## config.mk

```make
export PLATFORM = sky130hd
export DESIGN_NAME = chip8_mem_arbiter_flat
export DESIGN_NICKNAME = d
export VERILOG_FILES = /design/src/rtl/chip8_mem_arbiter_if.sv /design/src/rtl/chip8_mem_arbiter.sv /design/src/flat_wrapper.sv
export SDC_FILE = /design/constraint.sdc
export NUM_CORES = 1
export LEC_CHECK = 0
export CAP_MARGIN = 20
export CORE_ASPECT_RATIO = 1.4
export CORE_MARGIN = 2
export CORE_UTILIZATION = 41
export DETAILED_ROUTE_END_ITERATION = 16
export PLACE_DENSITY = 0.86
export SLEW_MARGIN = 20
export SYNTH_ARGS = -nofsm -noshare
export SYNTH_HDL_FRONTEND = slang
export SYNTH_SLANG_ARGS = --single-unit
```

## constraint.sdc

```tcl
create_clock -name clk -period 2.9 [get_ports clk]
set_input_delay 0.725 -clock clk [delete_from_list [all_inputs] [get_ports clk]]
set_output_delay 0.725 -clock clk [all_outputs]
set_load 0.02 [all_outputs]
```

## src/rtl/chip8_mem_arbiter_if.sv

```systemverilog
// Requester and RAM-side bundle for the CHIP-8 memory arbiter.
// The slave modport is the arbiter's view. The master modport is the requesters' and RAM model's view.
interface chip8_mem_arbiter_if #(
    parameter int ADDR_W = 12,
    parameter int DATA_W = 8
);
    logic              ld_req, cpu_req, dsp_req;
    logic              ld_we, cpu_we;
    logic [ADDR_W-1:0] ld_addr, cpu_addr, dsp_addr;
    logic [DATA_W-1:0] ld_wdata, cpu_wdata;
    logic              ld_gnt, cpu_gnt, dsp_gnt;
    logic              ld_rvalid, cpu_rvalid, dsp_rvalid;
    logic [DATA_W-1:0] rd_data;
    logic              mem_en, mem_we;
    logic [ADDR_W-1:0] mem_addr;
    logic [DATA_W-1:0] mem_wdata;
    logic [DATA_W-1:0] mem_rdata;

    modport slave (
        input  ld_req, cpu_req, dsp_req, ld_we, cpu_we,
        input  ld_addr, cpu_addr, dsp_addr, ld_wdata, cpu_wdata, mem_rdata,
        output ld_gnt, cpu_gnt, dsp_gnt, ld_rvalid, cpu_rvalid, dsp_rvalid,
        output rd_data, mem_en, mem_we, mem_addr, mem_wdata
    );

    modport master (
        output ld_req, cpu_req, dsp_req, ld_we, cpu_we,
        output ld_addr, cpu_addr, dsp_addr, ld_wdata, cpu_wdata, mem_rdata,
        input  ld_gnt, cpu_gnt, dsp_gnt, ld_rvalid, cpu_rvalid, dsp_rvalid,
        input  rd_data, mem_en, mem_we, mem_addr, mem_wdata
    );
endinterface

```

## src/rtl/chip8_mem_arbiter.sv

```systemverilog
// Single-port RAM arbiter. The loader has absolute priority, and the CPU and display are served round-robin.
// The command is registered onto mem_*. The read owner is tracked so rvalid pulses one cycle after the RAM access.
module chip8_mem_arbiter #(
    parameter int ADDR_W = 12,
    parameter int DATA_W = 8
) (
    input  logic               clk,
    input  logic               rst,
    chip8_mem_arbiter_if.slave bus
);
    typedef enum logic [1:0] {
        OWN_NONE = 2'd0,
        OWN_LD   = 2'd1,
        OWN_CPU  = 2'd2,
        OWN_DSP  = 2'd3
    } owner_e;

    logic              ld_gnt_q, ld_gnt_d, cpu_gnt_q, cpu_gnt_d, dsp_gnt_q, dsp_gnt_d;
    logic              ld_rvalid_q, ld_rvalid_d, cpu_rvalid_q, cpu_rvalid_d;
    logic              dsp_rvalid_q, dsp_rvalid_d;
    logic              mem_en_q, mem_en_d, mem_we_q, mem_we_d;
    logic [ADDR_W-1:0] mem_addr_q, mem_addr_d;
    logic [DATA_W-1:0] mem_wdata_q, mem_wdata_d;
    owner_e            owner_q, owner_d;
    logic              rr_q, rr_d;
    logic              ld_ok, cpu_ok, dsp_ok;

    // A requester granted this cycle still holds req high, so it sits out one round.
    assign ld_ok  = bus.ld_req  & ~ld_gnt_q;
    assign cpu_ok = bus.cpu_req & ~cpu_gnt_q;
    assign dsp_ok = bus.dsp_req & ~dsp_gnt_q;

    always_comb begin
        // NOTE: every output of this block gets a default first, so no path can infer a latch.
        ld_gnt_d    = 1'b0;
        cpu_gnt_d   = 1'b0;
        dsp_gnt_d   = 1'b0;
        mem_en_d    = 1'b0;
        mem_we_d    = 1'b0;
        mem_addr_d  = mem_addr_q;
        mem_wdata_d = mem_wdata_q;
        owner_d     = OWN_NONE;
        rr_d        = rr_q;

        if (ld_ok) begin
            ld_gnt_d    = 1'b1;
            mem_en_d    = 1'b1;
            mem_we_d    = bus.ld_we;
            mem_addr_d  = bus.ld_addr;
            mem_wdata_d = bus.ld_wdata;
            owner_d     = bus.ld_we ? OWN_NONE : OWN_LD;
        end else if (cpu_ok && (!dsp_ok || !rr_q)) begin
            cpu_gnt_d   = 1'b1;
            mem_en_d    = 1'b1;
            mem_we_d    = bus.cpu_we;
            mem_addr_d  = bus.cpu_addr;
            mem_wdata_d = bus.cpu_wdata;
            owner_d     = bus.cpu_we ? OWN_NONE : OWN_CPU;
            rr_d        = 1'b1;
        end else if (dsp_ok) begin
            dsp_gnt_d   = 1'b1;
            mem_en_d    = 1'b1;
            mem_addr_d  = bus.dsp_addr;
            owner_d     = OWN_DSP;
            rr_d        = 1'b0;
        end

        ld_rvalid_d  = (owner_q == OWN_LD);
        cpu_rvalid_d = (owner_q == OWN_CPU);
        dsp_rvalid_d = (owner_q == OWN_DSP);
    end

    always_ff @(posedge clk) begin
        // NOTE: state is updated only with non-blocking assignments. The synchronous reset also flushes the owner pipeline, so a read issued before reset never produces an rvalid.
        if (rst) begin
            ld_gnt_q     <= 1'b0;
            cpu_gnt_q    <= 1'b0;
            dsp_gnt_q    <= 1'b0;
            ld_rvalid_q  <= 1'b0;
            cpu_rvalid_q <= 1'b0;
            dsp_rvalid_q <= 1'b0;
            mem_en_q     <= 1'b0;
            mem_we_q     <= 1'b0;
            mem_addr_q   <= '0;
            mem_wdata_q  <= '0;
            owner_q      <= OWN_NONE;
            rr_q         <= 1'b0;
        end else begin
            ld_gnt_q     <= ld_gnt_d;
            cpu_gnt_q    <= cpu_gnt_d;
            dsp_gnt_q    <= dsp_gnt_d;
            ld_rvalid_q  <= ld_rvalid_d;
            cpu_rvalid_q <= cpu_rvalid_d;
            dsp_rvalid_q <= dsp_rvalid_d;
            mem_en_q     <= mem_en_d;
            mem_we_q     <= mem_we_d;
            mem_addr_q   <= mem_addr_d;
            mem_wdata_q  <= mem_wdata_d;
            owner_q      <= owner_d;
            rr_q         <= rr_d;
        end
    end

    assign bus.ld_gnt     = ld_gnt_q;
    assign bus.cpu_gnt    = cpu_gnt_q;
    assign bus.dsp_gnt    = dsp_gnt_q;
    assign bus.ld_rvalid  = ld_rvalid_q;
    assign bus.cpu_rvalid = cpu_rvalid_q;
    assign bus.dsp_rvalid = dsp_rvalid_q;
    assign bus.mem_en     = mem_en_q;
    assign bus.mem_we     = mem_we_q;
    assign bus.mem_addr   = mem_addr_q;
    assign bus.mem_wdata  = mem_wdata_q;
    assign bus.rd_data    = bus.mem_rdata;
endmodule

```

## src/flat_wrapper.sv

```systemverilog
// flat-port wrapper written by rule: the top's interface ports become plain ports
module chip8_mem_arbiter_flat 
#(
    parameter int ADDR_W = 12,
    parameter int DATA_W = 8
)
  (clk, rst, bus_ld_req, bus_cpu_req, bus_dsp_req, bus_ld_we, bus_cpu_we, bus_ld_addr, bus_cpu_addr, bus_dsp_addr, bus_ld_wdata, bus_cpu_wdata, bus_mem_rdata, bus_ld_gnt, bus_cpu_gnt, bus_dsp_gnt, bus_ld_rvalid, bus_cpu_rvalid, bus_dsp_rvalid, bus_rd_data, bus_mem_en, bus_mem_we, bus_mem_addr, bus_mem_wdata);
  chip8_mem_arbiter_if #(.ADDR_W(ADDR_W), .DATA_W(DATA_W)) bus_i ();
  input  logic clk;
  input  logic rst;
  input wire logic [$bits(bus_i.ld_req)-1:0] bus_ld_req;
  input wire logic [$bits(bus_i.cpu_req)-1:0] bus_cpu_req;
  input wire logic [$bits(bus_i.dsp_req)-1:0] bus_dsp_req;
  input wire logic [$bits(bus_i.ld_we)-1:0] bus_ld_we;
  input wire logic [$bits(bus_i.cpu_we)-1:0] bus_cpu_we;
  input wire logic [$bits(bus_i.ld_addr)-1:0] bus_ld_addr;
  input wire logic [$bits(bus_i.cpu_addr)-1:0] bus_cpu_addr;
  input wire logic [$bits(bus_i.dsp_addr)-1:0] bus_dsp_addr;
  input wire logic [$bits(bus_i.ld_wdata)-1:0] bus_ld_wdata;
  input wire logic [$bits(bus_i.cpu_wdata)-1:0] bus_cpu_wdata;
  input wire logic [$bits(bus_i.mem_rdata)-1:0] bus_mem_rdata;
  output wire logic [$bits(bus_i.ld_gnt)-1:0] bus_ld_gnt;
  output wire logic [$bits(bus_i.cpu_gnt)-1:0] bus_cpu_gnt;
  output wire logic [$bits(bus_i.dsp_gnt)-1:0] bus_dsp_gnt;
  output wire logic [$bits(bus_i.ld_rvalid)-1:0] bus_ld_rvalid;
  output wire logic [$bits(bus_i.cpu_rvalid)-1:0] bus_cpu_rvalid;
  output wire logic [$bits(bus_i.dsp_rvalid)-1:0] bus_dsp_rvalid;
  output wire logic [$bits(bus_i.rd_data)-1:0] bus_rd_data;
  output wire logic [$bits(bus_i.mem_en)-1:0] bus_mem_en;
  output wire logic [$bits(bus_i.mem_we)-1:0] bus_mem_we;
  output wire logic [$bits(bus_i.mem_addr)-1:0] bus_mem_addr;
  output wire logic [$bits(bus_i.mem_wdata)-1:0] bus_mem_wdata;
  assign bus_i.ld_req = bus_ld_req;
  assign bus_i.cpu_req = bus_cpu_req;
  assign bus_i.dsp_req = bus_dsp_req;
  assign bus_i.ld_we = bus_ld_we;
  assign bus_i.cpu_we = bus_cpu_we;
  assign bus_i.ld_addr = bus_ld_addr;
  assign bus_i.cpu_addr = bus_cpu_addr;
  assign bus_i.dsp_addr = bus_dsp_addr;
  assign bus_i.ld_wdata = bus_ld_wdata;
  assign bus_i.cpu_wdata = bus_cpu_wdata;
  assign bus_i.mem_rdata = bus_mem_rdata;
  assign bus_ld_gnt = bus_i.ld_gnt;
  assign bus_cpu_gnt = bus_i.cpu_gnt;
  assign bus_dsp_gnt = bus_i.dsp_gnt;
  assign bus_ld_rvalid = bus_i.ld_rvalid;
  assign bus_cpu_rvalid = bus_i.cpu_rvalid;
  assign bus_dsp_rvalid = bus_i.dsp_rvalid;
  assign bus_rd_data = bus_i.rd_data;
  assign bus_mem_en = bus_i.mem_en;
  assign bus_mem_we = bus_i.mem_we;
  assign bus_mem_addr = bus_i.mem_addr;
  assign bus_mem_wdata = bus_i.mem_wdata;
  chip8_mem_arbiter #(.ADDR_W(ADDR_W), .DATA_W(DATA_W)) u_core (.clk(clk), .rst(rst), .bus(bus_i));
endmodule
```

## Word-level counts from Yosys, hierarchy flattened

Cells that the tools add are included.

- Output and inout port bits: 36
- Input port bits: 67
- Bits in registers: 31
- Logic and storage cells: 51

- Muxes and demuxes: 19
- Bitwise gates (word level): 7
- Reduce and logical (&&, ||, !) cells: 10
- Equality and inequality tests: 3

Operator list:

| cell | count |
|---|---|
| 12-bit two-way mux | 3 |
| 8-bit two-way mux | 2 |
| 1-bit two-way mux | 10 |
| 2-bit two-way mux | 4 |
| 2-bit equality test (second input constant) | 2 |
| 1-bit NOT | 4 |
| 2-bit nonzero test | 2 |
| 1-bit bitwise AND | 3 |
| 3-bit nonzero test | 1 |
| 3-bit OR reduction | 1 |
| 2-bit by 1-bit equality test with 1-bit output (second input constant) | 1 |
| 1-bit logical NOT | 2 |
| 2-bit AND reduction | 1 |
| 2-bit OR reduction | 1 |
| 1-bit logical AND | 1 |
| 1-bit logical OR | 1 |

## Depth between registers and ports, before layout

Gate-level depths: netlist of run 1.

- Depth after elaboration: 7
- Mapped depth: 5
- Depth with buffers taken out: 3

## Least setup slack after synthesis of run 1

Ideal clock, no wire load.

- Path type: input-to-output
- From: input bus_mem_rdata[0]
- To: output bus_rd_data[0]
- Setup slack: 1.316 ns
- Path buffers: 1
- Arrival: 0.859 ns
- Stages: 1
- Cells stage by stage: buf_4

RTL lines:

| element | RTL line | RTL |
|---|---|---|
| start: declaration | flat_wrapper.sv:21 | `input wire logic [$bits(bus_i.mem_rdata)-1:0] bus_mem_rdata;` |
| end: declaration | flat_wrapper.sv:28 | `output wire logic [$bits(bus_i.rd_data)-1:0] bus_rd_data;` |

No word-level cell between the ends.

## Final worst setup path of run 1

- From: register u_core.ld_gnt_q (netlist: u_core.bus.ld_gnt)
- To: output bus_ld_gnt

RTL lines:

| element | RTL line | RTL |
|---|---|---|
| start: declaration | chip8_mem_arbiter.sv:18 | `logic ld_gnt_q, ld_gnt_d, cpu_gnt_q, cpu_gnt_d, dsp_gnt_q, dsp_gnt_d;` |
| start signal: assignment | chip8_mem_arbiter.sv:89 | `ld_gnt_q <= ld_gnt_d;` |
| end: declaration | flat_wrapper.sv:22 | `output wire logic [$bits(bus_i.ld_gnt)-1:0] bus_ld_gnt;` |

No word-level cell between the ends.

==> impl_results.md, run 1 <==
* Status: finished clean
* Area of the multi-input gates at 935 µm²
* Post-DP HPWL at 3430 µm
* Area Overhead vs Synth at 50.0%
* Initial core utilization at 42.3%
* Mapped Cells at 195
* Avg Synthesized Cell Area at 9.04 µm²
* Crit-path cells: clkdlybuf4s50_1
* Dpl cells at 297
* CP Capture Type: primary output
* Type of the most critical hold path: flip-flop to flip-flop
* CTS HTree Levels at 2
* Area leader, netlist: dfxtp_1
* Commonest non-fill, non-tap cell in the layout: clkdlybuf4s50_1
* Top delay family on crit path: buffers and inverters
* Sw Pwr at 0.356 mW
* Tot GR Track Use at 21.8%
* Clock Skew at 0.00575 ns
* Dpl cell area at 2530 µm²
* CTS Buf Count at 5
* Final non-filler cell total at 305
* Die area at 4850 µm²
* Post-layout util at 63.4%
* Via count at 1,909
* GRT Residual Overflow at 0
* Diode count at 0
* Worst setup path class: flip-flop to primary output
* FF+latch area at 621 µm²
* Clk pwr share at 35.1%
* Worst slew margin at 59.8%
* Worst-case reg-to-reg path depth at 4
* Post-route cell area at 2640 µm²
* Clk buf depth at 2
* Clock transition at path regs at 0.07 ns
* Comb pwr share at 26.9%
* Antenna Nets Post-Route at 0
* Layout cells sized above 1 at 6.92%
* Setup slack after layout at 0.610 ns
* Initial DRC count at 114
* Net Sw Frac at 27.9%
* Number of remaining DRC errors at 0
* Slowest cell on the critical path: clkdlybuf4s50_1
* Crit share post-route at 79.0%
* Post CTS Setup Buffer Count at 0
* Sink Count at 31
* Endpoints failing setup at 0
* I/O pins at 103
* Clock insertion delay at the later pin of the skew report at 0.29 ns
* Internal cell power at 0.919 mW
* WL per Instance at 17.2 µm
* Yosys top cell area share at 35.2%
* Core box area at 4170 µm²
* Initial antenna violation count at 0
* RR Startpoint: u_core.bus.ld_gnt
* Critical path peak fanout at 15
* TNS Setup at 0 ns
* Synth cell types at 32
* Die H at 81.6 µm
* Slew Viols, Final at 0
* Vias per inst at 6.26
* Die Width at 59.4 µm
* DR pass1 iterations at 4
* IR drop worst, VDD at 0.000281 V
* WP data arrival at 1.57 ns
* Yosys reg bits at 31
* Flop pwr share at 38.0%
* Worst r2r dst: u_core.bus.mem_addr[2]
* Final Wtd Congestion at 0.781
* Vias in the first global route at 1,769
* Final net count at 326
* Post-place setup slack at 0.582 ns
* Fmax at 437 MHz
* Worst Path Buf+Inv at 1
* Hold path startpoint: u_core.owner_q[1]
* Fin. Hold Viols at 0
* Worst-margin pin slew at 0.604 ns
* CP startpoint kind: flip-flop
* # resized after CTS at 0
* Site row count at 28
* RSZ-0062 raised after global routing: false
* I/O Buffers at 86
* R2R Setup Slk at 1.34 ns
* Worst hold path endpoint: u_core.bus.ld_rvalid
* Hold path cells at 1
* Slowest stage delay, CP at 0.69 ns
* Syn Nets at 262
* Syn Std Cell Area at 1760 µm²
* Post-synthesis sequential area ratio at 35.2%
* First-pass GRT wire length at 8090 µm
* TritonCTS clock tree: built
* Most frequent cells in the layout: clkdlybuf4s50_1, dfxtp_1, and3b_1, nor2b_1, nand4_1
* Root buf cell: clkbuf_8
* Hold buffers post-CTS at 0
* Routed WL at 5240 µm
* Max_cap viols at 0
* Static leakage power at 0.935 nW
* PD cells at 482 nW/µm²
* Largest net degree at the start of global routing at 59
* Tmin final at 2.29 ns
* Fill cells at 364
* Synth warn at 0
* Required time worst endpoint at 2.17 ns
* Synth top area cells: dfxtp_1, and3b_1, a41oi_1
## how the worst max path moves through the flow
| stage | cells past startpoint | to | from | slack (ns) |
|---|---|---|---|---|
| after CTS | 1 | bus_ld_gnt | u_core.bus.ld_gnt | 0.62 |
| after global placement | 4 | u_core.owner_q[1] | bus_dsp_req | 0.59 |
| final | 1 | bus_ld_gnt | u_core.bus.ld_gnt | 0.61 |
| after global routing | 1 | bus_ld_gnt | u_core.bus.ld_gnt | 0.55 |
| after floorplan | 1 | bus_rd_data[0] | bus_mem_rdata[0] | 1.32 |
| after detailed placement | 5 | u_core.bus.mem_addr[2] | bus_ld_req | 0.58 |
## kinds of logic (layout without fill, tap and decap cells)
group | after synthesis | after routing | share of synthesized area [%]
flops | 31 | 31 | 35.2
simple gates | 71 | 71 | 26.0
buf+inv | 35 | 100 | 11.9
compound gates | 58 | 58 | 26.8
## area by class of cell
cell class	instances	area share, %
Multi-Input combinational cell	129	35.4
Timing Repair Buffer	91	34.5
Sequential cell	31	23.5
Clock buffer	6	3.12
Tap cell	45	2.13
Clock inverter	2	1.33
Inverter	1	0.142
## per-stage QoR
stage               power [mW]  hold slack [ns]
floorplan                0.683            0.403
global placement         0.829            0.416
detailed placement       0.834            0.426
CTS                       1.27            0.435
global route              1.32            0.478
finish                    1.28            0.439
## state kept, by name, summed over array words and instances (netlist names)
name,count
u_core.bus.cpu_gnt,1
u_core.bus.cpu_rvalid,1
u_core.bus.dsp_gnt,1
u_core.bus.dsp_rvalid,1
u_core.bus.ld_gnt,1
u_core.bus.ld_rvalid,1
u_core.bus.mem_addr,12
u_core.bus.mem_en,1
u_core.bus.mem_wdata,8
u_core.bus.mem_we,1
u_core.owner_q,2
u_core.rr_q,1
## cells in the mapped netlist
cell type and n:
a2111oi_2 1, a21oi_1 3, a311oi_1 9, a41oi_1 12, and2b_1 2, and3_1 1, and3b_1 13, buf_1 1
buf_2 15, buf_4 12, buf_6 2, clkbuf_1 4, dfxtp_1 31, inv_1 1, nand2_1 1, nand2b_1 2
nand2b_2 1, nand3_1 8, nand3b_1 1, nand4_1 13, nor2_1 10, nor2_4 1, nor2b_1 13, nor3b_1 2
nor4_1 1, nor4_2 1, o2111ai_1 12, o21ai_0 7, o21ai_1 1, o221ai_1 12, o41ai_1 1, or3_1 1
## metal layers
layer  wire (µm)  global-route usage (%)  up-vias
li1            -                       -      891
met1        2110                    26.0      910
met2        2640                    37.1       94
met4         107                    8.41        0
met5           0                       0        -
met3         377                    5.35       14
## power groups by stage
stage               Sequential, mW  Combinational [mW]  Clock (mW)
detailed placement           0.493               0.341           0
finish                       0.484               0.343       0.448
global placement             0.493               0.336           0
floorplan                    0.529               0.154           0
global route                 0.488               0.367       0.469
CTS                          0.484               0.342       0.449
## worst register-to-register path, cell delays in order, from the launching register on
cell and delay, ns:
dfxtp_1 0.59, nand2b_2 0.23, buf_12 0.26, a41oi_1 0.17, o221ai_1 0.23
Note: power is estimated with default switching activity, not from simulation.
==> run 2: changes to the inputs <==
--- a/config.mk
+++ b/config.mk
@@ -8,9 +8,9 @@
 export CAP_MARGIN = 20
 export CORE_ASPECT_RATIO = 1.4
 export CORE_MARGIN = 2
-export CORE_UTILIZATION = 41
+export CORE_UTILIZATION = 34
 export DETAILED_ROUTE_END_ITERATION = 16
-export PLACE_DENSITY = 0.86
+export PLACE_DENSITY = 0.76
 export SLEW_MARGIN = 20
 export SYNTH_ARGS = -nofsm -noshare
 export SYNTH_HDL_FRONTEND = slang
==> constraint.sdc (replaced) <==
create_clock -name clk -period 1.89 [get_ports clk]
set_input_delay 0.4725 -clock clk [delete_from_list [all_inputs] [get_ports clk]]
set_output_delay 0.4725 -clock clk [all_outputs]
set_load 0.02 [all_outputs]
==> impl_results.md, run 2 (same netlist as run 1, synthesis figures left out) <==
* Status: finished clean
* Routed WL at 5600 µm (+6.8%)
* Fmax at 566 MHz
* Initial core utilization at 34.7% (-7.6 points)
* Final net count at 338 (+3.7%)
* WP data arrival at 1.29 ns (-0.28 ns)
* Antenna Nets Post-Route at 0 (unchanged)
* Post-route cell area at 2780 µm² (+5.0%)
* Fin. Hold Viols at 0 (unchanged)
* Endpoints failing setup at 0 (unchanged)
* Fill cells at 485 (+33%)
* WL per Instance at 16.6 µm (-3.6%)
* Clock transition at path regs at 0.06 ns (about the same)
* Worst slew margin at 63.1% (+3.3 points)
* Sink Count at 31 (unchanged)
* Worst Path Buf+Inv at 1 (unchanged)
* Slowest stage delay, CP at 0.64 ns (-0.05 ns)
* CTS HTree Levels at 2 (unchanged)
* R2R Setup Slk at 0.52 ns (-0.82 ns)
* DR pass1 iterations at 4 (unchanged)
* Crit share post-route at 93.5%
* Worst hold path endpoint: u_core.bus.ld_rvalid
* CP startpoint kind: flip-flop
* RR Startpoint: u_core.bus.dsp_gnt
* Vias in the first global route at 1,874 (+5.9%)
* Top delay family on crit path: buffers and inverters
* Slew Viols, Final at 0 (unchanged)
* Setup slack after layout at 0.123 ns (-0.487 ns)
* Final Wtd Congestion at 0.739 (-5.3%)
* PD cells at 678 nW/µm² (+41%)
* Die H at 89.2 µm (+9.3%)
* Slowest cell on the critical path: clkdlybuf4s50_1
* Site row count at 31 (+11%)
* Worst-case reg-to-reg path depth at 3 (-1)
* Required time worst endpoint at 1.42 ns (-0.75 ns)
* Hold path startpoint: u_core.owner_q[1]
* Hold path cells at 1 (unchanged)
* Largest net degree at the start of global routing at 34 (-42%)
* # resized after CTS at 0 (unchanged)
* Core box area at 5080 µm² (+22%)
* Initial antenna violation count at 0 (unchanged)
* Post-DP HPWL at 3860 µm (+12%)
* TritonCTS clock tree: built
* Diode count at 0 (unchanged)
* Tot GR Track Use at 19.4% (-2.5 points)
* Layout cells sized above 1 at 11.0% (+4.1 points)
* Clock insertion delay at the later pin of the skew report at 0.28 ns (about the same)
* Vias per inst at 5.65 (-9.7%)
* Area Overhead vs Synth at 57.4%
* Post-place setup slack at -0.0846 ns (-0.666 ns)
* IR drop worst, VDD at 0.000289 V (+2.7%)
* CTS Buf Count at 5 (unchanged)
* Via count at 1,910 (+0.052%)
* Worst-margin pin slew at 0.554 ns (-0.0498 ns)
* Hold buffers post-CTS at 0 (unchanged)
* WHS at 0.439 ns (-0.000413 ns)
* Critical path peak fanout at 5 (-10)
* GRT Residual Overflow at 0 (unchanged)
* Worst r2r dst: u_core.bus.mem_addr[0]
* Initial DRC count at 65 (-43%)
* Root buf cell: clkbuf_8
* Die Width at 64.9 µm (+9.1%)
* Most frequent cells in the layout: clkdlybuf4s50_1, dfxtp_1
* Clock Skew at 0.00465 ns (-0.00110 ns)
* Static leakage power at 0.999 nW (+6.9%)
* Clk buf depth at 2 (unchanged)
* Tmin final at 1.77 ns
* Max FFs per register at 12 (unchanged)
* I/O Buffers at 86 (unchanged)
* Worst setup path class: flip-flop to primary output
* Number of remaining DRC errors at 0 (unchanged)
* Die area at 5790 µm² (+19%)
* Crit-path cells: clkdlybuf4s50_1
* Post CTS Setup Buffer Count at 0 (unchanged)
* RSZ-0062 raised after global routing: false
* Commonest non-fill, non-tap cell in the layout: clkdlybuf4s50_1
* I/O pins at 103 (unchanged)
* Type of the most critical hold path: flip-flop to flip-flop
* First-pass GRT wire length at 8600 µm (+6.3%)
* Max_cap viols at 0 (unchanged)
* CP Capture Type: primary output
* Dpl cell area at 2680 µm² (+5.9%)
run 2: cell types whose count changed in the layout (fill, tap and decap cells not counted):
cell and delta:
buf_12 +3, buf_2 +1, buf_4 +9, bufinv_16 -1, clkbuf_1 +1, clkbuf_8 +1, clkdlybuf4s50_1 -1, clkinv_2 -1
run 2: where the power goes:
part	leakage [nW]	total (mW)	internal, mW	switching, mW
registers	0.257	0.742	0.710	0.0322
logic	0.691	0.566	0.304	0.262
clock network	0.0515	0.573	0.332	0.241
run 2: metal layers:
layer	vias up	GRT usage [%]	wire, µm
met5	-	0	0
met4	0	9.67	152
met3	21	4.66	353
met2	79	35.6	2890
met1	893	20.6	2200
li1	917	-	-
run 2: how the worst max path moves through the flow:
stage / start / to / slack [ns] / cells after the start
global route: u_core.bus.dsp_gnt / bus_dsp_gnt / 0.07 / 1
CTS: u_core.bus.dsp_gnt / bus_dsp_gnt / 0.11 / 1
global placement: bus_dsp_req / u_core.owner_q[1] / 0.006 / 4
finish: u_core.bus.dsp_gnt / bus_dsp_gnt / 0.12 / 1
floorplan: u_core.bus.dsp_gnt / u_core.bus.mem_addr[0] / 0.56 / 5
detailed placement: bus_dsp_req / u_core.bus.mem_addr[0] / -0.08 / 4
run 2: stage by stage:
step / power, mW / utilization [%] / setup TNS, ns / std cells
after global placement: 1.31 / 52.6 / 0 / 330
final: 1.88 / 54.6 / 0 / 338
after global routing: 1.96 / 54.6 / 0 / 338
after CTS: 1.89 / 54.6 / 0 / 338
after detailed placement: 1.32 / 52.6 / -0.757 / 330
after floorplan: 1.05 / - / 0 / 195
run 2: cell type report:
type	count	area [µm²]	share of cell area, %
inverters	1	3.75	0.135
flip-flops and latches	31	621	22.4
multi-input cells	129	935	33.7
repair buffers	103	1030	37.2
well taps	66	82.6	2.98
clock buffers	8	100	3.61
==> run 3: changes to the inputs <==
--- a/config.mk
+++ b/config.mk
@@ -7,10 +7,9 @@
 export LEC_CHECK = 0
 export CAP_MARGIN = 20
 export CORE_ASPECT_RATIO = 1.4
-export CORE_MARGIN = 2
-export CORE_UTILIZATION = 34
+export CORE_UTILIZATION = 38
 export DETAILED_ROUTE_END_ITERATION = 16
-export PLACE_DENSITY = 0.76
+export PLACE_DENSITY = 0.81
 export SLEW_MARGIN = 20
 export SYNTH_ARGS = -nofsm -noshare
 export SYNTH_HDL_FRONTEND = slang
==> constraint.sdc (replaced) <==
create_clock -name clk -period 1.68 [get_ports clk]
set_input_delay 0.42 -clock clk [delete_from_list [all_inputs] [get_ports clk]]
set_output_delay 0.42 -clock clk [all_outputs]
set_load 0.02 [all_outputs]
==> impl_results.md, run 3 (same netlist as run 1, synthesis figures left out) <==
* Clock insertion delay at the later pin of the skew report at 0.28 ns (about the same)
* Clk buf depth at 2 (unchanged)
* CTS Buf Count at 5 (unchanged)
* Tot GR Track Use at 22.4% (+3.1 points)
* Static leakage power at 1.23 nW (+24%)
* Worst-margin pin slew at 0.448 ns (-0.106 ns)
* Hold path startpoint: u_core.owner_q[0]
* TNS Setup at 0 ns (unchanged)
* I/O pins at 103 (unchanged)
* Die H at 82.6 µm (-7.4%)
* Type of the most critical hold path: flip-flop to flip-flop
* Critical path peak fanout at 2 (-3)
* Core box area at 4340 µm² (-15%)
* Post CTS Setup Buffer Count at 0 (unchanged)
* Worst-case reg-to-reg path depth at 3 (unchanged)
* Clock transition at path regs at 0.07 ns (about the same)
* Initial DRC count at 123 (+89%)
* Crit share post-route at 97.8%
* Vias per inst at 5.66 (+0.14%)
* WP data arrival at 1.22 ns (-0.07 ns)
* Vias in the first global route at 1,808 (-3.5%)
* Root buf cell: clkbuf_8
* Die Width at 59.6 µm (-8.2%)
* Worst setup path class: flip-flop to primary output
* Worst Path Buf+Inv at 1 (unchanged)
* Antenna Nets Post-Route at 0 (unchanged)
* Largest net degree at the start of global routing at 34 (unchanged)
* Endpoints failing setup at 0 (unchanged)
* CP Capture Type: primary output
* Worst slew margin at 70.1% (+7.0 points)
* CP startpoint kind: flip-flop
* Via count at 1,907 (-0.16%)
* Total power at 2.04 mW (+8.2%)
* Commonest non-fill, non-tap cell in the layout: clkdlybuf4s50_1
* DR pass1 iterations at 4 (unchanged)
* Die area at 4920 µm² (-15%)
* Fmax at 609 MHz
* IR drop worst, VDD at 0.000360 V (+25%)
* Status: finished clean
* R2R Setup Slk at 0.38 ns (-0.14 ns)
* I/O Buffers at 86 (unchanged)
* Top delay family on crit path: buffers and inverters
* Max_cap viols at 0 (unchanged)
* Final Wtd Congestion at 0.877 (+19%)
* Number of remaining DRC errors at 0 (unchanged)
* Crit-path cells: clkdlybuf4s50_1
* Hold path cells at 1 (unchanged)
* Final net count at 343 (+1.5%)
* Slew Viols, Final at 0 (unchanged)
* RR Startpoint: u_core.bus.dsp_gnt
* Initial antenna violation count at 0 (unchanged)
* Initial core utilization at 40.6% (+5.9 points)
* Site row count at 28 (-9.7%)
* GRT Residual Overflow at 0 (unchanged)
* TritonCTS clock tree: built
* Slowest cell on the critical path: clkdlybuf4s50_1
* Clock Skew at 0.00346 ns (-0.00119 ns)
* Layout cells sized above 1 at 13.0% (+2.0 points)
* Sink Count at 31 (unchanged)
* First-pass GRT wire length at 8230 µm (-4.3%)
* Worst hold path endpoint: u_core.bus.cpu_rvalid
* Max FFs per register at 12 (unchanged)
* Area Overhead vs Synth at 61.1%
* Fin. Hold Viols at 0 (unchanged)
* Worst r2r dst: u_core.bus.mem_addr[8]
* Routed WL at 5280 µm (-5.6%)
* Required time worst endpoint at 1.26 ns (-0.16 ns)
* WL per Instance at 15.7 µm (-5.3%)
* Most frequent cells in the layout: clkdlybuf4s50_1, dfxtp_1, buf_4, dlymetal6s2s_1
* Slowest stage delay, CP at 0.60 ns (-0.04 ns)
* Diode count at 0 (unchanged)
* Post-DP HPWL at 3810 µm (-1.3%)
* PD cells at 717 nW/µm² (+5.7%)
* CTS HTree Levels at 2 (unchanged)
* Tmin final at 1.64 ns
==> run 3: cell types whose count changed in the layout (fill, tap and decap cells not counted) <==
| cell | before | now |
|---|---|---|
| clkdlybuf4s50_1 | 85 | 70 |
| dlymetal6s2s_1 | 0 | 14 |
| buf_4 | 13 | 17 |
| clkinv_2 | 0 | 3 |
| clkbuf_8 | 7 | 5 |
| dlygate4sd2_1 | 0 | 2 |
| and2b_1 | 2 | 1 |
| and2b_2 | 0 | 1 |
| buf_12 | 4 | 5 |
| buf_2 | 1 | 0 |
| clkbuf_1 | 1 | 0 |
==> run 3: report_power, final <==
part	leakage, nW	internal [mW]	switching [mW]
Sequential	0.257	0.799	0.0342
Clock	0.0477	0.283	0.280
Combinational	0.930	0.348	0.293
Total	1.23	1.43	0.607
==> run 3: final cells by class <==
cell class	count	area (µm²)
fillers	392	1500
repair buffers	108	1120
flip-flops and latches	31	621
clock inverters	3	15.0
multi-input cells	129	936
inverters	1	3.75
clock buffers	5	68.8
well taps	60	75.1
==> run 3: timing repair <==
item,in CTS,in global routing
endpoints found under the setup margin,2,16
hold buffers,0,0
resized for setup,2,15
==> run 3: worst max-delay path by stage <==
stage | slack, ns | depth (start not counted) | start | to
finish | 0.04 | 1 | u_core.bus.mem_wdata[3] | bus_mem_wdata[3]
global route | -0.005 | 1 | u_core.bus.mem_wdata[4] | bus_mem_wdata[4]
CTS | 0.002 | 1 | u_core.bus.mem_addr[10] | bus_mem_addr[10]
detailed placement | -0.18 | 4 | bus_dsp_req | u_core.bus.mem_addr[7]
global placement | -0.13 | 4 | bus_dsp_req | u_core.owner_q[1]
floorplan | 0.35 | 5 | u_core.bus.dsp_gnt | u_core.bus.mem_addr[0]
==> run 3: metal layers <==
layer	part of all wire, %	global-route usage (%)
met4	1.7	12.3
met1	37	24.3
met3	8.5	5.61
met2	52	39.3
met5	0	0
==> run 3: stage by stage <==
stage          utilization [%]  hold slack (ns)  cell area, µm²  cells  setup WS (ns)
6_report                  65.4            0.438            2840    337         0.0377
2_1_floorplan                -            0.403            1760    195          0.354
3_5_place_dp              62.7            0.424            2720    329         -0.182
4_1_cts                   64.5            0.437            2800    337        0.00201
5_1_grt                   65.4            0.447            2840    337       -0.00453
3_3_place_gp              62.7            0.417            2720    329         -0.129
==> variant 1: new RTL, settings of run 2 <==
`DATA_W` is set to 8 in 3 places; all go to 9.
--- a/src/rtl/chip8_mem_arbiter_if.sv
+++ b/src/rtl/chip8_mem_arbiter_if.sv
@@ -2,7 +2,7 @@
 // The slave modport is the arbiter's view. The master modport is the requesters' and RAM model's view.
 interface chip8_mem_arbiter_if #(
     parameter int ADDR_W = 12,
-    parameter int DATA_W = 8
+    parameter int DATA_W = 9
 );
     logic              ld_req, cpu_req, dsp_req;
     logic              ld_we, cpu_we;
--- a/src/rtl/chip8_mem_arbiter.sv
+++ b/src/rtl/chip8_mem_arbiter.sv
@@ -2,7 +2,7 @@
 // The command is registered onto mem_*. The read owner is tracked so rvalid pulses one cycle after the RAM access.
 module chip8_mem_arbiter #(
     parameter int ADDR_W = 12,
-    parameter int DATA_W = 8
+    parameter int DATA_W = 9
 ) (
     input  logic               clk,
     input  logic               rst,
--- a/src/flat_wrapper.sv
+++ b/src/flat_wrapper.sv
@@ -2,7 +2,7 @@
 module chip8_mem_arbiter_flat 
 #(
     parameter int ADDR_W = 12,
-    parameter int DATA_W = 8
+    parameter int DATA_W = 9
 )
   (clk, rst, bus_ld_req, bus_cpu_req, bus_dsp_req, bus_ld_we, bus_cpu_we, bus_ld_addr, bus_cpu_addr, bus_dsp_addr, bus_ld_wdata, bus_cpu_wdata, bus_mem_rdata, bus_ld_gnt, bus_cpu_gnt, bus_dsp_gnt, bus_ld_rvalid, bus_cpu_rvalid, bus_dsp_rvalid, bus_rd_data, bus_mem_en, bus_mem_we, bus_mem_addr, bus_mem_wdata);
   chip8_mem_arbiter_if #(.ADDR_W(ADDR_W), .DATA_W(DATA_W)) bus_i ();
Ports: changed (5 resized); port bits go from 103 to 108. No check against the original RTL was run, so the function may have changed too.
==> variant 1 against run 2 <==
Synthesized cell count grew 3.6%. Synthesized area up 2.7%. Cell area up 4.2%. Wire length is 1.1% higher. Power up 10%. Cell count is 3.6% higher. Clock skew is 0.00072 ns lower. Worst setup slack improved by 0.022 ns. Largest power group unchanged. Sequential cell count up 1. Sequential share of layout area decreased by 0.21 points. Global-route usage grew 0.36 points.
==> variant 1: results (changes against run 2) <==
worstPathArrival_ns: 1.27  # -0.02 ns
slew_headroom_pct: 71.3  # +8.2 points
drt_iter0_drc: 80  # +23%
synthDistinctLibCells: 30  # -6.3%
hold_path.class: "reg2reg"
drive_gt1_share_pct: 12.0  # +0.94 points
avgRoutedWirePerCell_um: 16.2  # -2.4%
clock-skew-final_ns: 0.00393  # -0.000718 ns
r2r_slack_ns: 0.49  # -0.03 ns
synth_commonest_cells: "dfxtp_1 (32), buf_2 (16), nor2b_1 (14)"
power_frac_comb_pct: 28.2  # -1.9 points
portBuffers: 89  # +3.5%
netlist_instances: 202  # +3.6%
synth-seq-area-share_pct: 35.4  # +0.18 points
fin_cells: 350  # +3.6%
synthMuxAreaShare_pct: 0  # unchanged
grt.total_usage_pct: 19.7  # +0.36 points
grt_max_degree: 35  # +2.9%
syn_nets: 272  # +3.8%
first_global_vias: 1967  # +5.0%
hpwlAfterDp_mm: 4.15  # +7.5%
place_ws_ns: 0.0414  # +0.126 ns
power.density_nw_per_um2: 718  # +5.9%
fin_crit_ns: 1.75  # -0.0218 ns
drt_pass1_iterations: 4  # unchanged
crit_family: "buffers and inverters"
cts-root-buf: "clkbuf_8"
critPathMaxStageDelay_ns: 0.63
p_sw_uw: 560  # +4.5%
synth_compound_area_share_pct: 26.9  # +0.056 points
peakVddDrop_mv: 0.252  # -13%
crit_fanout: 5  # unchanged
fillerInstances: 485  # unchanged
hold_slack_ns: 0.428  # -0.0108 ns
avgViaCountPerCell: 5.64  # -0.14%
gp_congestion: 0.803  # +8.6%
antenna_found_initial: 0  # unchanged
synth_xor_area_share_pct: 0  # unchanged
synthTopCellsByArea: "dfxtp_1 (35%), and3b_1 (6.3%), a41oi_1 (5.8%)"
antenna_cells: 0  # unchanged
p_leak_nw: 1.05  # +5.5%
crit_slowest_cell: "clkdlybuf4s50_1"
ys_async_sr_fraction_pct: 0  # unchanged
grt_pass1_wl_mm: 9.21  # +7.1%
yosys.area_share.adder_pct: 0  # unchanged
post_cts_buffers: 0  # unchanged
yosysWarningCount: 0  # unchanged
outcome: "complete, no violations"
clock_power_uw: 725  # +27%
dp.cells: 342  # +3.6%
ctsLongestPathBuffers: 2  # unchanged
clk_pin_slew_worst_paths_ns: 0.06  # about the same
-- variant 1: worst paths after layout --
kind | from | to | cells past startpoint
max | u_core.bus.dsp_gnt$_SDFF_PP0_ | bus_dsp_gnt | 1
min | u_core.owner_q[1]$_SDFF_PP0_ | u_core.bus.ld_rvalid$_SDFF_PP0_ | 1
max reg2reg | u_core.bus.ld_gnt$_SDFF_PP0_ | u_core.bus.mem_addr[0]$_SDFFE_PP0P_ | 5
min reg2reg | u_core.owner_q[1]$_SDFF_PP0_ | u_core.bus.ld_rvalid$_SDFF_PP0_ | 1
-- variant 1: logic make-up after synthesis --
kind of cell | count (synthesis)
DFF | 32
and+or+nand+nor | 73
buffers and inverters | 37
AOI/OAI and AO/OA | 60
-- variant 1: layer usage --
metal	vias to the layer above	GRT usage (%)	share of wire [%]
li1	956	-	-
met1	933	23.1	39
met2	77	32.9	52
met3	9	3.62	6.2
met4	0	10.9	2.8
met5	-	0	0
-- variant 1: through the flow --
| stage | utilization (%) | cell area [um2] |
|---|---|---|
| floorplan | - | 1810 |
| global placement | 53.6 | 2770 |
| detailed placement | 53.6 | 2770 |
| CTS | 56.1 | 2890 |
| global route | 56.1 | 2890 |
| finish | 56.1 | 2890 |
-- variant 1: final cells by class --
| class | instances | area share, % |
|---|---|---|
| Inverter | 1 | 0.130 |
| Clock buffer | 7 | 3.33 |
| Sequential cell | 32 | 22.2 |
| Clock inverter | 1 | 1.04 |
| Multi-Input combinational cell | 133 | 32.7 |
| Timing Repair Buffer | 110 | 37.8 |
| Tap cell | 66 | 2.86 |
==> variant 2: new RTL, config.mk and constraints of run 2 <==
Made on the original files. The 4 values of `owner_e` get a one-hot encoding in 4 bits.
--- a/src/rtl/chip8_mem_arbiter.sv
+++ b/src/rtl/chip8_mem_arbiter.sv
@@ -8,11 +8,11 @@
     input  logic               rst,
     chip8_mem_arbiter_if.slave bus
 );
-    typedef enum logic [1:0] {
-        OWN_NONE = 2'd0,
-        OWN_LD   = 2'd1,
-        OWN_CPU  = 2'd2,
-        OWN_DSP  = 2'd3
+    typedef enum logic [3:0] {
+        OWN_NONE = 4'b0001,
+        OWN_LD   = 4'b0010,
+        OWN_CPU  = 4'b0100,
+        OWN_DSP  = 4'b1000
     } owner_e;
 
     logic              ld_gnt_q, ld_gnt_d, cpu_gnt_q, cpu_gnt_d, dsp_gnt_q, dsp_gnt_d;
Behaviour: same outputs for any inputs over 10 cycles, from zero or initial values and one cycle with rst high; not proved beyond that.
==> variant 2 against run 2 <==
Synthesized area down 17%. Worst setup slack improved by 0.042 ns. Wire length is 25% lower. Power increased by 3.6%. Register-to-register slack hardly changed. Synthesized cell count fell by 17%. Critical endpoint is now bus_ld_gnt. Cell area down 11%. Sequential cell count grew 1. Combinational power shrank 15%. First-iteration DRC count fell by 45%. Critical path depth did not move. Fmax grew 2.4%. Clock skew grew 0.00088 ns.
==> variant 2: results (changes against run 2) <==
first_global_vias: 1453  # -22%
avgViaCountPerCell: 5.23  # -7.5%
dp.cells: 282  # -15%
placed_area_um2: 2350  # -12%
m1WireLength_mm: 1.71  # -22%
die_w_um: 59.5  # -8.2%
grt.met3_usage_pct: 5.04  # +0.38 points
finalPower_mw: 1.95  # +3.6%
outcome: "complete, no violations"
clock_power_uw: 712  # +24%
crit_fanout: 3  # -2
fin_cells: 290  # -14%
synthDistinctLibCells: 31  # -3.1%
grt.total_usage_pct: 17.3  # -2.1 points
peakVddDrop_mv: 0.331  # +15%
avgRoutedWirePerCell_um: 14.4  # -13%
ff_latch_area_um2: 641  # +3.2%
clock_buffers: 7  # -1
use_met2_pct: 31.1  # -4.5 points
routed-wl-met2_mm: 2.15  # -26%
p_leak_nw: 0.977  # -2.2%
drive_gt1_share_pct: 11.0  # about the same
place_ws_ns: 0.0197  # +0.104 ns
synthMuxAreaShare_pct: 8.18  # +8.2 points
power_frac_comb_pct: 24.7  # -5.4 points
slew_headroom_pct: 82.2  # +19 points
nNetsFinal: 311  # -8.0%
cts.sinks: 32  # +3.2%
area_growth_syn_to_layout_pct: 68.7
grt_max_degree: 22  # -35%
synth_compound_area_share_pct: 17.6  # -9.2 points
-- variant 2: cell count changes after synthesis, moves of 10 or more --
cell / run 2 / this run
nand2_1: 1 / 23
buf_2: 15 / 5
a41oi_1: 12 / 0
a31oi_1: 0 / 14
nor2b_1: 13 / 1
and3b_1: 13 / 0
mux2i_1: 0 / 12
o2111ai_1: 12 / 0
-- variant 2: final timing paths --
check                               startpoint                                    to  slack, ns  cells after the start
setup / recovery  u_core.bus.ld_gnt$_SDFF_PP0_                            bus_ld_gnt       0.16                      1
hold / removal    u_core.owner_q[2]$_SDFF_PP0_      u_core.bus.dsp_rvalid$_SDFF_PP0_       0.45                      1
setup reg to reg  u_core.owner_q[3]$_SDFF_PP0_  u_core.bus.mem_wdata[2]$_SDFFE_PP0P_       0.52                      6
hold reg to reg   u_core.owner_q[2]$_SDFF_PP0_      u_core.bus.dsp_rvalid$_SDFF_PP0_       0.45                      1
